<file path="src/rtl/isl_lock_pkg.sv">
// Shared state enum, mode record and width/default constants for the ISL lock sequencer.
package isl_lock_pkg;

  localparam int VTOTAL_W     = 11;
  localparam int PCNT_W       = 20;
  localparam int STABLE_CNT_W = 4;

  localparam int unsigned STABLE_FRAMES_DEF = 4;
  localparam int unsigned PCNT_TOL_DEF      = 16;
  localparam int unsigned WDOG_CYCLES_DEF   = 4194304;

  typedef enum logic [1:0] {
    NOSYNC  = 2'd0,
    ACQUIRE = 2'd1,
    LOCKED  = 2'd2
  } lock_state_e;

  typedef struct packed {
    logic [VTOTAL_W-1:0] vtotal;
    logic [PCNT_W-1:0]   pcnt;
    logic                interlace;
  } mode_t;

endpackage

</file>
<file path="src/rtl/isl_mode_cmp.sv">
// Combinational mode compare: exact vtotal/interlace, pixel count within +/-PCNT_TOL.
// Zero latency, no backpressure.
module isl_mode_cmp
  import isl_lock_pkg::*;
#(
  parameter int unsigned PCNT_TOL = PCNT_TOL_DEF
) (
  input  mode_t cur_i,
  input  mode_t ref_i,
  output logic  match_o
);

  localparam logic [PCNT_W:0] TOL_C = (PCNT_W+1)'(PCNT_TOL);

  logic [PCNT_W:0] cur_ext;
  logic [PCNT_W:0] ref_ext;
  logic [PCNT_W:0] abs_diff;

  // One extra bit and an ordered subtract so the difference never wraps.
  always_comb begin
    cur_ext  = {1'b0, cur_i.pcnt};
    ref_ext  = {1'b0, ref_i.pcnt};
    abs_diff = (cur_ext >= ref_ext) ? (cur_ext - ref_ext) : (ref_ext - cur_ext);
    match_o  = (cur_i.vtotal == ref_i.vtotal) &&
               (cur_i.interlace == ref_i.interlace) &&
               (abs_diff <= TOL_C);
  end

endmodule

</file>
<file path="src/rtl/isl_lock_sequencer.sv">
// Video mode lock sequencer: all outputs registered, one cycle after frame_change_i; no backpressure.
// Optional loss-of-sync watchdog enabled by defining ISL_LOCK_WDOG_EN.
module isl_lock_sequencer
  import isl_lock_pkg::*;
#(
  parameter int unsigned STABLE_FRAMES = STABLE_FRAMES_DEF,
  parameter int unsigned PCNT_TOL      = PCNT_TOL_DEF,
  parameter int unsigned WDOG_CYCLES   = WDOG_CYCLES_DEF
) (
  input  logic                ISL_PCLK_i,
  input  logic                sys_reset_n,
  input  logic                frame_change_i,
  input  logic [VTOTAL_W-1:0] vtotal_i,
  input  logic [PCNT_W-1:0]   pcnt_frame_i,
  input  logic                interlace_i,
  output logic                locked_o,
  output logic                blank_o,
  output logic                resync_strobe_o,
  output logic                mode_change_o,
  output logic [VTOTAL_W-1:0] vtotal_o,
  output logic [PCNT_W-1:0]   pcnt_o,
  output logic                interlace_o
);

  localparam logic [STABLE_CNT_W-1:0] STABLE_C = STABLE_CNT_W'(STABLE_FRAMES);

  if (STABLE_FRAMES < 1 || STABLE_FRAMES > 15 || WDOG_CYCLES < 1) begin : g_param_err
    $error("isl_lock_sequencer: STABLE_FRAMES must be 1..15 and WDOG_CYCLES at least 1");
  end

  lock_state_e              state_q, state_d;
  mode_t                    ref_q, ref_d;
  mode_t                    cur_mode;
  logic [STABLE_CNT_W-1:0]  stable_cnt_q, stable_cnt_d;
  logic                     locked_q, locked_d;
  logic                     blank_q, blank_d;
  logic                     resync_q, resync_d;
  logic                     mode_chg_q, mode_chg_d;
  logic                     match;

  assign cur_mode = {vtotal_i, pcnt_frame_i, interlace_i};

  isl_mode_cmp #(
    .PCNT_TOL (PCNT_TOL)
  ) u_mode_cmp (
    .cur_i   (cur_mode),
    .ref_i   (ref_q),
    .match_o (match)
  );

`ifdef ISL_LOCK_WDOG_EN
  localparam int WDOG_W = $clog2(WDOG_CYCLES + 1);
  localparam logic [WDOG_W-1:0] WDOG_LAST_C = WDOG_W'(WDOG_CYCLES - 1);
  localparam logic [WDOG_W-1:0] WDOG_SAT_C  = WDOG_W'(WDOG_CYCLES);

  logic [WDOG_W-1:0] wdog_q, wdog_d;
  logic              wdog_expire;

  always_comb begin
    wdog_d = wdog_q;
    if (frame_change_i) begin
      wdog_d = '0;
    end else if (wdog_q != WDOG_SAT_C) begin
      wdog_d = wdog_q + WDOG_W'(1);
    end
  end

  // A frame strobe in the expiry cycle wins over the watchdog.
  assign wdog_expire = !frame_change_i && (wdog_q == WDOG_LAST_C);

  always_ff @(posedge ISL_PCLK_i or negedge sys_reset_n) begin
    if (!sys_reset_n) begin
      wdog_q <= '0;
    end else begin
      wdog_q <= wdog_d;
    end
  end
`endif

  always_comb begin
    state_d      = state_q;
    ref_d        = ref_q;
    stable_cnt_d = stable_cnt_q;
    resync_d     = 1'b0;
    mode_chg_d   = 1'b0;

    case (state_q)
      NOSYNC: begin
        if (frame_change_i) begin
          ref_d        = cur_mode;
          stable_cnt_d = '0;
          state_d      = ACQUIRE;
        end
      end
      ACQUIRE: begin
        if (frame_change_i) begin
          if (match) begin
            if (stable_cnt_q < STABLE_C) begin
              stable_cnt_d = stable_cnt_q + STABLE_CNT_W'(1);
            end
            if (stable_cnt_d == STABLE_C) begin
              state_d  = LOCKED;
              resync_d = 1'b1;
            end
          end else begin
            ref_d        = cur_mode;
            stable_cnt_d = '0;
            mode_chg_d   = 1'b1;
          end
        end
      end
      LOCKED: begin
        if (frame_change_i && !match) begin
          ref_d        = cur_mode;
          stable_cnt_d = '0;
          mode_chg_d   = 1'b1;
          state_d      = ACQUIRE;
        end
      end
      default: begin
        state_d = NOSYNC;
      end
    endcase

`ifdef ISL_LOCK_WDOG_EN
    if (wdog_expire && (state_q != NOSYNC)) begin
      state_d      = NOSYNC;
      stable_cnt_d = '0;
      resync_d     = 1'b0;
      mode_chg_d   = 1'b1;
    end
`endif

    locked_d = (state_d == LOCKED);
    blank_d  = !locked_d;
  end

  always_ff @(posedge ISL_PCLK_i or negedge sys_reset_n) begin
    if (!sys_reset_n) begin
      state_q      <= NOSYNC;
      ref_q        <= '0;
      stable_cnt_q <= '0;
      locked_q     <= 1'b0;
      blank_q      <= 1'b1;
      resync_q     <= 1'b0;
      mode_chg_q   <= 1'b0;
    end else begin
      state_q      <= state_d;
      ref_q        <= ref_d;
      stable_cnt_q <= stable_cnt_d;
      locked_q     <= locked_d;
      blank_q      <= blank_d;
      resync_q     <= resync_d;
      mode_chg_q   <= mode_chg_d;
    end
  end

  assign locked_o        = locked_q;
  assign blank_o         = blank_q;
  assign resync_strobe_o = resync_q;
  assign mode_change_o   = mode_chg_q;
  assign vtotal_o        = ref_q.vtotal;
  assign pcnt_o          = ref_q.pcnt;
  assign interlace_o     = ref_q.interlace;

endmodule
</file>
<file path="config.mk">
export PLATFORM = sky130hd
export DESIGN_NAME = isl_lock_sequencer
export DESIGN_NICKNAME = d
export VERILOG_FILES = /design/src/rtl/isl_lock_pkg.sv /design/src/rtl/isl_mode_cmp.sv /design/src/rtl/isl_lock_sequencer.sv
export SDC_FILE = /design/constraint.sdc
export NUM_CORES = 1
export LEC_CHECK = 0
export ABC_AREA = 1
export CORE_MARGIN = 1.5
export CORE_UTILIZATION = 50
export CTS_BUF_LIST = sky130_fd_sc_hd__clkbuf_16
export DETAILED_ROUTE_END_ITERATION = 6
export HOLD_SLACK_MARGIN = 0.03
export PLACE_DENSITY = 0.74
export SYNTH_ARGS = -nofsm -noshare
export SYNTH_HDL_FRONTEND = slang
export SYNTH_HIERARCHICAL = 1
export SYNTH_SLANG_ARGS = --single-unit
export TNS_END_PERCENT = 20
</file>
<file path="constraint.sdc">
create_clock -name ISL_PCLK_i -period 4.2 [get_ports ISL_PCLK_i]
set_input_delay 1.05 -clock ISL_PCLK_i [delete_from_list [all_inputs] [get_ports ISL_PCLK_i]]
set_output_delay 1.05 -clock ISL_PCLK_i [all_outputs]
set_load 0.02 [all_outputs]
</file>
==> impl_metrics.toml <==
[grt]
grt_pass1_wl_um = 25960
grt_max_degree = 43
first_global_vias = 5644
grt.overflow.total = 0
antenna_found_initial = 0
grt_usage_pct = 31.27

[synthesis]
syn-num-nets = 920
netlist.area_leader.share_pct = 24.94
synth_seq_area_share_pct = 21.13
yosysWarningCount = 6
synth_cells = 839
synth_common_cells = "nand2_1, inv_1, nand3_1"
ys_ff_latch = 42
netlist_area_mm2 = 0.004981
yosysTopAreaCell = "nand2_1"
ys_top_cells_by_area = "nand2_1, dfrtp_1, ha_1"
synth_most_common_cell = "nand2_1"
syn_avg_cell_area_um2 = 5.937
synth-edff-count = 0
synth_top_flop_cell = "dfrtp_1"
async_flop_share_pct = 100.0
synth.distinct_cells = 35

[setup_path]
startpoint_type = "primary input"
arrival_ns = 4.32
cp.required_ns = 4.37
critical_path_class = "in2reg"
crit_path_max_fanout = 3
critPathCaptureType = "flip-flop"

[final_layout]
syn_to_final_growth_pct = 51.57
diodes = 0
drive_above_1_share_pct = 26.83
seq_area_mm2 = 0.001052
postLayoutCellArea_mm2 = 0.007550
n_fill_cell = 722
multi_input_area_mm2 = 0.003732
nets = 1120

[power_and_ir_drop]
power.density_mw_per_mm2 = 737.7
power_frac_clock_pct = 6.6
swShare_pct = 50.18
ir_drop_v = 0.0004830
leakage_nw = 4.268
power_frac_seq_pct = 14.0
combinationalPowerShare_pct = 79.3
power.switching_w = 0.002794
power.internal_w = 0.002775

[run_status]
status = "finished, final reports clean"

[clock_tree]
cts_num_sinks = 42
cts_buffers = 5
cts.clk_slew.worst_paths_ns = 0.06
cts_tree = "built"
cts_root_buf = "clkbuf_16"
cts_buffer_depth = 2
cts_max_level = 2
clk_latency_ns = 0.28
cts_hold_buf = 0

[floorplan]
coreArea_mm2 = 0.009729
rows = 36
die_w_um = 102.8
io_pins = 71
die_h_um = 102.8
start_util_pct = 51.20
dieArea_mm2 = 0.01057

[timing]
finalClockSkew_ns = 0.006812
hold_viol = 0
min_period_over_period_pct = 98.64
min_period_ns = 4.143
drv_slew = 0
tns_ns = 0
fmax_mhz = 241.4
slew_headroom_pct = 34.48
tightest_slew_ns = 0.9828
setup_viol = 0

[placement]
place_area_mm2 = 0.006616
hpwl_um = 12180
place_congestion = 0.9798
io_buffers = 70

[detailed_routing]
drc_errors = 0
routed_wl_um = 16850
drt_pass1_iterations = 5
vias_per_cell = 5.102
drt_iter0_markers = 494
num_vias = 5985
wl_per_cell_um = 14.37
antenna_left = 0

[worst_hold_path]
hp-class = "reg2reg"

[flow_run]
drv_cap = 0
## per-stage QoR
step / setup slack [ns] / util (%) / power [W] / instances / hold WS [ns]
CTS: 0.0007914 / 74.42 / 0.005179 / 1163 / 0.5255
floorplan: 0.4428 / - / 0.002902 / 839 / 0.4831
detailed placement: -0.5249 / 68.00 / 0.004363 / 1135 / 0.5024
global route: -0.03707 / 77.60 / 0.005973 / 1173 / 0.5509
global placement: -0.4593 / 68.00 / 0.004291 / 1135 / 0.4969
finish: 0.05719 / 77.60 / 0.005569 / 1173 / 0.5187
## what timing repair did
item / in CTS / in global routing
endpoints found under the setup margin: 40 / 41
pin swaps: 24 / 34
cloned: 1 / 1
setup buffers: 19 / 9
gates resized for setup: 68 / 68
## power by group through the flow
stage	logic (W)	registers, W	clock network, W
2_1_floorplan	0.00202	0.000883	0
3_3_place_gp	0.00356	0.000727	0
3_5_place_dp	0.00363	0.000734	0
4_1_cts	0.00403	0.000770	0.000376
5_1_grt	0.00478	0.000805	0.000389
6_report	0.00442	0.000782	0.000368
## kinds of logic after synthesis
kind of cell    share of synthesized area, %
flops                                  21.13
buf+inv                                13.61
compound gates                         5.225
fa+ha+maj                              11.55
simple gates                           45.49
xor+xnor                               2.989
## layout make-up
class,instances,share of cell area [%]
Clock buffer,5,1.657
Tap cell,133,2.204
Inverter,153,7.673
Multi-Input combinational cell,626,49.44
Timing Repair Buffer,211,24.93
Sequential cell,42,13.94
Clock inverter,3,0.1657
## worst paths after layout
path | from | to | slack [ns] | cells past startpoint
setup / recovery | pcnt_frame_i[12] | stable_cnt_q[1]$_DFFE_PN0P_ | 0.06 | 25
hold / removal | stable_cnt_q[1]$_DFFE_PN0P_ | stable_cnt_q[1]$_DFFE_PN0P_ | 0.52 | 1
setup reg to reg | pcnt_o[12]$_DFFE_PN0P_ | stable_cnt_q[1]$_DFFE_PN0P_ | 0.69 | 24
hold reg to reg | stable_cnt_q[1]$_DFFE_PN0P_ | stable_cnt_q[1]$_DFFE_PN0P_ | 0.52 | 1
max in group asynchronous | sys_reset_n | pcnt_o[2]$_DFFE_PN0P_ | 2.66 | 1
min in group asynchronous | sys_reset_n | pcnt_o[17]$_DFFE_PN0P_ | 0.92 | 1
## cell usage in the layout, fill, tap and decap left out, drive strengths merged
cell type and count:
dfrtp 41, o21a 1, xnor2 6, clkinv 2, nand3 86, xor2 11, o2111ai 1, dlygate4sd2 10
dlymetal6s2s 10, nor2 57, and2 1, ha 46, dfstp 1, nor3 6, o22ai 1, clkdlybuf4s50 49
o21ai 13, nor3b 1, o21bai 1, buf 141, nand3b 3, a21oi 30, nand2 348, nand4 13
clkbuf 6, inv 154, o211ai 1
## per-layer routing
metal  part of all wire, %  GRT usage, %  up-vias
met2                    49         53.80      224
met5                     0             0        -
met3                   6.1         3.864       30
met1                    43         41.45     2764
met4                   2.3         8.940        0
li1                      -             -     2967
## critical path, stage by stage
cell           delay (ns)
dlygate4sd2_1        0.26
buf_4                0.14
ha_1                 0.21
buf_4                0.13
a21oi_1              0.22
nand2_1              0.15
a21oi_1              0.21
nand3_1              0.10
nand2_1              0.13
nand2_1              0.07
nand2_1              0.07
inv_1                0.04
nor2_1               0.10
nand2_1              0.10
nor3_4               0.22
nand2_2              0.11
nor2_4               0.10
buf_6                0.12
nor2_4               0.04
inv_2                0.06
nand2_2              0.05
nor3b_4              0.17
buf_6                0.16
buf_4                0.14
o21a_1               0.16
## state kept, by name (all words and copies together), names as in the netlist
signal / flops
blank_o: 1
mode_change_o: 1
stable_cnt_q: 4
state_q: 2
interlace_o: 1
resync_strobe_o: 1
pcnt_o: 20
vtotal_o: 11
locked_o: 1
No activity file was read; power rests on OpenSTA's default activity.
